==> src/rtl/alu_ctrl_decoder.sv <==
// Pipelined RV32I ALU-control decoder: one output register stage with valid/ready on both sides.
// Optional 1-entry skid buffer enabled by defining ALU_DEC_SKID_EN (in_ready then comes straight from a flop).
module alu_ctrl_decoder #(
    parameter int unsigned CNT_W      = 8,
    parameter logic [2:0]  RESET_CTRL = 3'b000
) (
    input  logic             clk,
    input  logic             reset,
    input  logic             in_valid,
    output logic             in_ready,
    input  logic [31:0]      instr,
    output logic             out_valid,
    input  logic             out_ready,
    output logic [2:0]       ALUControl,
    output logic             ALUSrc,
    output logic             illegal,
    output logic [CNT_W-1:0] illegal_count
);

    typedef enum logic [6:0] {
        OP_LOAD   = 7'b0000011,
        OP_STORE  = 7'b0100011,
        OP_BRANCH = 7'b1100011,
        OP_JAL    = 7'b1101111,
        OP_RTYPE  = 7'b0110011,
        OP_ITYPE  = 7'b0010011
    } opcode_e;

    typedef enum logic [2:0] {
        ALU_ADD = 3'b000,
        ALU_SUB = 3'b001,
        ALU_AND = 3'b010,
        ALU_OR  = 3'b011,
        ALU_SLT = 3'b101
    } alu_op_e;

    logic [2:0] dec_ctrl;
    logic       dec_src;
    logic       dec_ill;

    logic             valid_q, valid_d;
    logic [2:0]       ctrl_q, ctrl_d;
    logic             src_q, src_d;
    logic             ill_q, ill_d;
    logic [CNT_W-1:0] cnt_q, cnt_d;

    logic in_fire;

    logic unused_instr_bits;
    assign unused_instr_bits = ^{instr[31], instr[29:15], instr[11:7]};

    always_comb begin
        dec_ctrl = RESET_CTRL;
        dec_src  = 1'b0;
        dec_ill  = 1'b0;
        case (instr[6:0])
            OP_LOAD, OP_STORE: begin
                dec_ctrl = ALU_ADD;
                dec_src  = 1'b1;
            end
            OP_BRANCH: dec_ctrl = ALU_SUB;
            OP_JAL:    dec_ctrl = ALU_ADD;
            OP_RTYPE, OP_ITYPE: begin
                dec_src = (instr[6:0] == OP_ITYPE);
                case (instr[14:12])
                    3'b000: begin
                        // instr[30] selects sub only for register-register ops; for addi it is immediate data
                        if ((instr[6:0] == OP_RTYPE) && instr[30]) begin
                            dec_ctrl = ALU_SUB;
                        end else begin
                            dec_ctrl = ALU_ADD;
                        end
                    end
                    3'b010:  dec_ctrl = ALU_SLT;
                    3'b110:  dec_ctrl = ALU_OR;
                    3'b111:  dec_ctrl = ALU_AND;
                    default: begin
                        dec_ctrl = RESET_CTRL;
                        dec_src  = 1'b0;
                        dec_ill  = 1'b1;
                    end
                endcase
            end
            default: dec_ill = 1'b1;
        endcase
    end

    assign in_fire = in_valid && in_ready;

    always_comb begin
        cnt_d = cnt_q;
        if (in_fire && dec_ill && (cnt_q != '1)) begin
            cnt_d = cnt_q + CNT_W'(1);
        end
    end

`ifdef ALU_DEC_SKID_EN
    logic       skid_valid_q, skid_valid_d;
    logic [2:0] skid_ctrl_q, skid_ctrl_d;
    logic       skid_src_q, skid_src_d;
    logic       skid_ill_q, skid_ill_d;
    logic       stage_open;

    assign in_ready   = !skid_valid_q;
    assign stage_open = !valid_q || out_ready;

    // Skid is only ever filled while the output is stalled, and in_ready is low while it is full,
    // so a skid drain never coincides with an input acceptance.
    always_comb begin
        valid_d      = valid_q;
        ctrl_d       = ctrl_q;
        src_d        = src_q;
        ill_d        = ill_q;
        skid_valid_d = skid_valid_q;
        skid_ctrl_d  = skid_ctrl_q;
        skid_src_d   = skid_src_q;
        skid_ill_d   = skid_ill_q;
        if (stage_open) begin
            if (skid_valid_q) begin
                valid_d      = 1'b1;
                ctrl_d       = skid_ctrl_q;
                src_d        = skid_src_q;
                ill_d        = skid_ill_q;
                skid_valid_d = 1'b0;
            end else if (in_fire) begin
                valid_d = 1'b1;
                ctrl_d  = dec_ctrl;
                src_d   = dec_src;
                ill_d   = dec_ill;
            end else begin
                valid_d = 1'b0;
            end
        end else if (in_fire) begin
            skid_valid_d = 1'b1;
            skid_ctrl_d  = dec_ctrl;
            skid_src_d   = dec_src;
            skid_ill_d   = dec_ill;
        end
    end

    always_ff @(posedge clk or posedge reset) begin
        if (reset) begin
            skid_valid_q <= 1'b0;
            skid_ctrl_q  <= RESET_CTRL;
            skid_src_q   <= 1'b0;
            skid_ill_q   <= 1'b0;
        end else begin
            skid_valid_q <= skid_valid_d;
            skid_ctrl_q  <= skid_ctrl_d;
            skid_src_q   <= skid_src_d;
            skid_ill_q   <= skid_ill_d;
        end
    end
`else
    assign in_ready = !valid_q || out_ready;

    always_comb begin
        valid_d = valid_q;
        ctrl_d  = ctrl_q;
        src_d   = src_q;
        ill_d   = ill_q;
        if (in_fire) begin
            valid_d = 1'b1;
            ctrl_d  = dec_ctrl;
            src_d   = dec_src;
            ill_d   = dec_ill;
        end else if (out_ready) begin
            valid_d = 1'b0;
        end
    end
`endif

    always_ff @(posedge clk or posedge reset) begin
        if (reset) begin
            valid_q <= 1'b0;
            ctrl_q  <= RESET_CTRL;
            src_q   <= 1'b0;
            ill_q   <= 1'b0;
            cnt_q   <= '0;
        end else begin
            valid_q <= valid_d;
            ctrl_q  <= ctrl_d;
            src_q   <= src_d;
            ill_q   <= ill_d;
            cnt_q   <= cnt_d;
        end
    end

    assign out_valid     = valid_q;
    assign ALUControl    = ctrl_q;
    assign ALUSrc        = src_q;
    assign illegal       = ill_q;
    assign illegal_count = cnt_q;

endmodule

==> config.mk <==
export PLATFORM = sky130hd
export DESIGN_NAME = alu_ctrl_decoder
export DESIGN_NICKNAME = d
export VERILOG_FILES = /design/src/rtl/alu_ctrl_decoder.sv
export SDC_FILE = /design/constraint.sdc
export NUM_CORES = 1
export LEC_CHECK = 0
export BUFFER_PORTS_ARGS = -buffer_cell sky130_fd_sc_hd__clkbuf_2
export CORE_MARGIN = 2
export CORE_UTILIZATION = 41
export CTS_BUF_LIST = sky130_fd_sc_hd__clkbuf_16
export CTS_CLUSTER_DIAMETER = 200
export DETAILED_ROUTE_END_ITERATION = 10
export PLACE_DENSITY = 0.75
export SLEW_MARGIN = 15
export SYNTH_ARGS = -nofsm -noshare
export SYNTH_HDL_FRONTEND = slang
export SYNTH_SLANG_ARGS = --single-unit
==> constraint.sdc <==
create_clock -name clk -period 1.7 [get_ports clk]
set_input_delay 0.34 -clock clk [delete_from_list [all_inputs] [get_ports clk]]
set_output_delay 0.34 -clock clk [all_outputs]
set_load 0.05 [all_outputs]
==> run metrics, run 1 <==
status complete, no violations; IO Count 51; Leak roughly 0.51 nW; minimum clock period after layout ~1.5 ns; Final Non-Filler Cells between 100 and 150; unrepaired setup endpoints after global routing no; Core Util, Final 0.604; Die Ht roughly 48 µm; cts hold-fix bufs 0; Max H-tree Level 1; cts bufs inserted 3; Synth cell types 29; worst setup margin between 0.15 and 0.2 ns; synthesized flop and latch total 14; worst reg2reg path startpoint illegal_count[2]; first-pass GRT wire length between 2000 and 3000 µm; XOR/XNOR share of the synthesized area 0.0780; Hold Crit Class input port to async pin; vias in the first global route ~680; die area 0.00228 mm²; Yosys top cell by area dfrtp_1; TritonCTS clock tree built; share of cells above drive strength 1 0.431; critical path required time approximately 1.8 ns; post-DR vias/cell around 5.3; syn nets 111; Tcrit/Tclk final 0.896; CTS root buf clkbuf_16; Fin. Hold Viols 0; Die W 47.8 µm; clk slew on worst S/H paths 0.05 ns; crit path from illegal_count[2]; Fin Setup TNS 0 ns; sequential area share after synthesis 0.446; Post-CTS Setup Bufs 0; Post-Synth Simple-Gate Area 0.309; cells taking the most area after synthesis dfrtp_1, xnor2_1, nand2_1, nand4_1, nand3_1; maximum capacitance violations 0; Slew Viols, Final 0; Initial Utilization 0.445; initial antenna violation count 0; most frequent cells in the layout clkbuf_2, dfrtp_1, nand2_1; maximum vdd drop around 0.7 mV; Post-Synthesis Cells 74; PwrDens ~1400 mW/mm²; Worst setup EP type register; DRC errors left 0; PortBufs 29; Avg WL per Cell between 10 and 15 µm; final net count ~150; GR Util All Layers 0.190; adder-cell area share of the yosys netlist 0.0159; final wirelength 1820 µm; clk_skew between 0.0015 and 0.002 ns; fmax 0.657 GHz; mux cell area share after synthesis 0.0334; pre-CTS setup slack about 0.077 ns; critical path arrival ~1.6 ns; num rows 15; syn avg cell area approximately 11 µm²; Max clock buf depth 2; DP Wirelength between 1000 and 1500 µm; ant diodes 0; drt pass-1 iters 4; crit-path max FO 6; main combinational cell family by area after synthesis simple AND/OR/NAND/NOR gates; post-CTS resize count 0; commonest non-fill, non-tap cell in the layout clkbuf_2; Initial DRC Count 16; Fillers approximately 170; P&R area growth vs syn 35.5%; Clk Latency, worst-skew pair 0.24 ns; worst slew pin tran between 0.5 and 0.6 ns; routability cong. around 0.86; Vias 708; placed insts between 100 and 150; top cell type's share of synthesized area 0.446; WS Path Type register to register; final setup violation count 0; Synth Area in Compound Gates 0.0987; total core area ~0.0018 mm²; Congestion Overflow GR 0; clock sinks 14; largest net degree at the start of global routing 15; CP Launch Type register; Yosys warnings 0; slew margin rel. 0.629; remaining antenna violation count 0; Synth Cell Area slightly below 800 µm²; Overall Power 1.54 mW
-- layer usage --
layer / global-route usage / vias up / routed length, µm / share of wire
met4: 0.0811 / 0 / 34 / 0.019
li1: - / 345 / - / -
met1: 0.250 / 344 / 829 / 0.45
met3: 0.0453 / 4 / 45 / 0.025
met2: 0.299 / 15 / 913 / 0.50
met5: 0 / - / 0 / 0
-- critical path, cell delays in order, from the launching register on --
cell	delay, ns
dfrtp_2	0.40
and4_1	0.30
nand4_1	0.23
nand3_2	0.16
mux2_4	0.31
-- power breakdown --
group,switching [mW],leakage (nW),total [mW],internal [mW]
clock network,0.131,0.0423,0.441,0.310
logic,0.412,0.291,0.589,0.177
registers,0.0913,0.173,0.508,0.417
-- cell usage after synthesis, drive strengths merged --
cell and number:
dfrtp 14, nand2 11, nand3 6, nand4 6
xnor2 6, nand2b 4, nor3 3, o21ai 3
and2b 2, and3 2, and4 2, mux2 2
nor4 2, o41ai 2, a21oi 1, a22o 1
a2bb2oi 1, buf 1, ha 1, inv 1
o31ai 1, or3 1, xor2 1
-- path summary, 6_finish.rpt --
path / to / slack [ns] / depth (start not counted)
hold / removal: ALUControl[0] / 0.12 / 2
setup reg to reg: illegal_count[1] / 0.18 / 4
hold reg to reg: ALUSrc / 0.47 / 2
min in group clk: ALUControl[2] / 0.35 / 2
setup / recovery: illegal_count[1] / 0.18 / 4
max in group asynchronous: illegal_count[2] / 1.17 / 2
-- state kept, by name, summed over array words and instances, names as in the netlist --
name / count
ALUControl: 3
ALUSrc: 1
illegal: 1
illegal_count: 8
out_valid: 1
-- final cells by class --
type,instances,area [µm²],share of cell area
clock buffer,3,75.1,0.0705
tap,25,31.3,0.0294
multi-input combinational,58,428,0.402
sequential,14,355,0.334
clock inverter,1,3.75,0.00353
timing repair buffer,32,168,0.157
inverter,1,3.75,0.00353
-- metrics by stage --
stage	instance area (µm²)	hold WS [ns]
finish	1060	0.123
CTS	1060	0.143
floorplan	798	0.229
global route	1060	0.168
detailed placement	986	0.399
global placement	986	0.380
-- kinds of logic after synthesis --
group	after synthesis
adders and majority gates	1
xor gates and xnor gates	7
muxes	2
DFF	14
buffers and inverters	2
AOI/OAI and AO/OA	9
and+or+nand+nor	39
No activity file was read; power rests on OpenSTA's default activity.
==> run 2: changes to the inputs <==
--- a/config.mk
+++ b/config.mk
@@ -5,13 +5,13 @@
 export SDC_FILE = /design/constraint.sdc
 export NUM_CORES = 1
 export LEC_CHECK = 0
+export ABC_AREA = 0
 export BUFFER_PORTS_ARGS = -buffer_cell sky130_fd_sc_hd__clkbuf_2
-export CORE_MARGIN = 2
 export CORE_UTILIZATION = 41
 export CTS_BUF_LIST = sky130_fd_sc_hd__clkbuf_16
 export CTS_CLUSTER_DIAMETER = 200
 export DETAILED_ROUTE_END_ITERATION = 10
-export PLACE_DENSITY = 0.75
+export PLACE_DENSITY = 0.85
 export SLEW_MARGIN = 15
 export SYNTH_ARGS = -nofsm -noshare
 export SYNTH_HDL_FRONTEND = slang
==> run 2 against run 1 <==
Sequential share of layout area is 0.24 points higher; cell area fell by 0.71%; combinational power down 3%; final cell count fell by 0.75%; count of clock-buffer cells in the layout stayed put; register-to-register slack barely moved; sequential power rose by 1%; hold slack worse by 0.013 ns; critical path depth rose by 1; global-route usage increased by 0.43 points; first-iteration DRC count decreased by 13%; critical path type unchanged; highest routed layer unchanged.
==> run metrics, run 2 (same netlist as run 1, synthesis figures left out) <==
status complete, no violations; CP Launch Type register; maximum capacitance violations 0; Die Ht roughly 46 µm; num rows 15; worst slew pin tran slightly above 0.5 ns; ant diodes 0; Placed Area 978 µm²; Max H-tree Level 1; PortBufs 29; cts bufs inserted 3; largest net degree at the start of global routing 15; WS Path Type register to register; final net count between 100 and 150; drt pass-1 iters 4; critical path arrival around 1.6 ns; CP bufs+invs 0; slew margin rel. 0.653; Vias approximately 700; commonest non-fill, non-tap cell in the layout clkbuf_2; Max clock buf depth 2; P&R area growth vs syn 34.6%; FF-to-FF End illegal_count[6]; total core area about 0.0018 mm²; Worst setup EP type register; Leak around 0.5 nW; post-CTS resize count 0; Fin. Hold Viols 0; crit-path max FO 8; PwrDens ~1400 mW/mm²; share of cells above drive strength 1 0.426; crit path from out_valid; Post-CTS Setup Bufs 0; Congestion Overflow GR 0; clk slew on worst S/H paths 0.05 ns; Initial DRC Count 14; Crit path largest cell delay between 0.4 and 0.5 ns; finished layout cell area approximately 0.0011 mm²; final setup violation count 0; worst reg2reg path startpoint out_valid; Initial Utilization 0.445; IO Count 51; most frequent cells in the layout clkbuf_2, dfrtp_1, nand2_1; CP Cell Sequence nand2b_4 > nand2_2 > a21oi_4 > nand4_1 > mux2_1; fmax between 0.6 and 0.7 GHz; Largest register FFs 8; Worst R2R Path Depth 5; remaining antenna violation count 0; clk_skew about 0.0026 ns; DP Wirelength 1350 µm; final wirelength around 1700 µm; critical path required time between 1.5 and 2 ns; Tcrit/Tclk final 0.890; GR Util All Layers 0.195; vias in the first global route approximately 670; Slew Viols, Final 0; routability cong. 0.842; CTS root buf clkbuf_16; Fin Setup TNS 0 ns; R2R setup slack about 0.19 ns; maximum vdd drop around 0.56 mV; first-pass GRT wire length roughly 2900 µm; die area about 0.0021 mm²; Avg WL per Cell about 13 µm; Overall Power around 1.5 mW; Die W 45.8 µm; initial antenna violation count 0; Hold Crit Class input port to async pin; Clk Latency, worst-skew pair between 0.2 and 0.25 ns; unrepaired setup endpoints after global routing no; TritonCTS clock tree built; Fillers about 160; clock sinks 14; post-DR vias/cell 5.27; cts hold-fix bufs 0; Slowest cell on crit path dfrtp_2; DRC errors left 0; delay-heaviest family, CP flip-flops; minimum clock period after layout 1.51 ns
[run 2: layer usage]
| layer | part of all wire | vias up | track usage |
|---|---|---|---|
| li1 | - | 344 | - |
| met1 | 0.43 | 330 | 0.236 |
| met2 | 0.52 | 25 | 0.323 |
| met3 | 0.036 | 2 | 0.0476 |
| met4 | 0.013 | 0 | 0.0882 |
| met5 | 0 | - | 0 |
[run 2: worst reg2reg max path: stages (launching register included)]
cell      delay [ns]
dfrtp_2         0.41
nand2b_4        0.09
nand2_2         0.13
a21oi_4         0.26
nand4_1         0.17
mux2_1          0.33
[run 2: final cells by class]
| class | count | area [µm²] | area share |
|---|---|---|---|
| multi-input combinational | 58 | 428 | 0.405 |
| sequential | 14 | 355 | 0.336 |
| timing repair buffer | 31 | 160 | 0.151 |
| clock buffer | 3 | 75.1 | 0.0710 |
| tap | 25 | 31.3 | 0.0296 |
| clock inverter | 1 | 3.75 | 0.00355 |
| inverter | 1 | 3.75 | 0.00355 |
[run 2: power breakdown]
group	internal [mW]	switching (mW)
clock	0.310	0.130
sequential	0.417	0.0981
combinational	0.172	0.400
[run 2: how the worst max path moves through the flow]
stage / to / slack [ns] / cells after the start
6_report: illegal_count[6] / 0.19 / 5
5_1_grt: illegal_count[7] / 0.06 / 5
4_1_cts: illegal_count[6] / 0.19 / 5
3_5_place_dp: illegal_count[6] / 0.05 / 6
3_3_place_gp: illegal_count[6] / 0.12 / 6
2_1_floorplan: illegal_count[1] / 0.007 / 4
[run 2: stage by stage]
stage	setup slack, ns	instances	utilization	hold WS [ns]
CTS	0.189	133	0.599	0.132
detailed placement	0.0500	129	0.555	0.384
floorplan	0.00688	74	-	0.229
global route	0.0628	133	0.599	0.169
finish	0.187	133	0.599	0.110
global placement	0.122	129	0.555	0.373
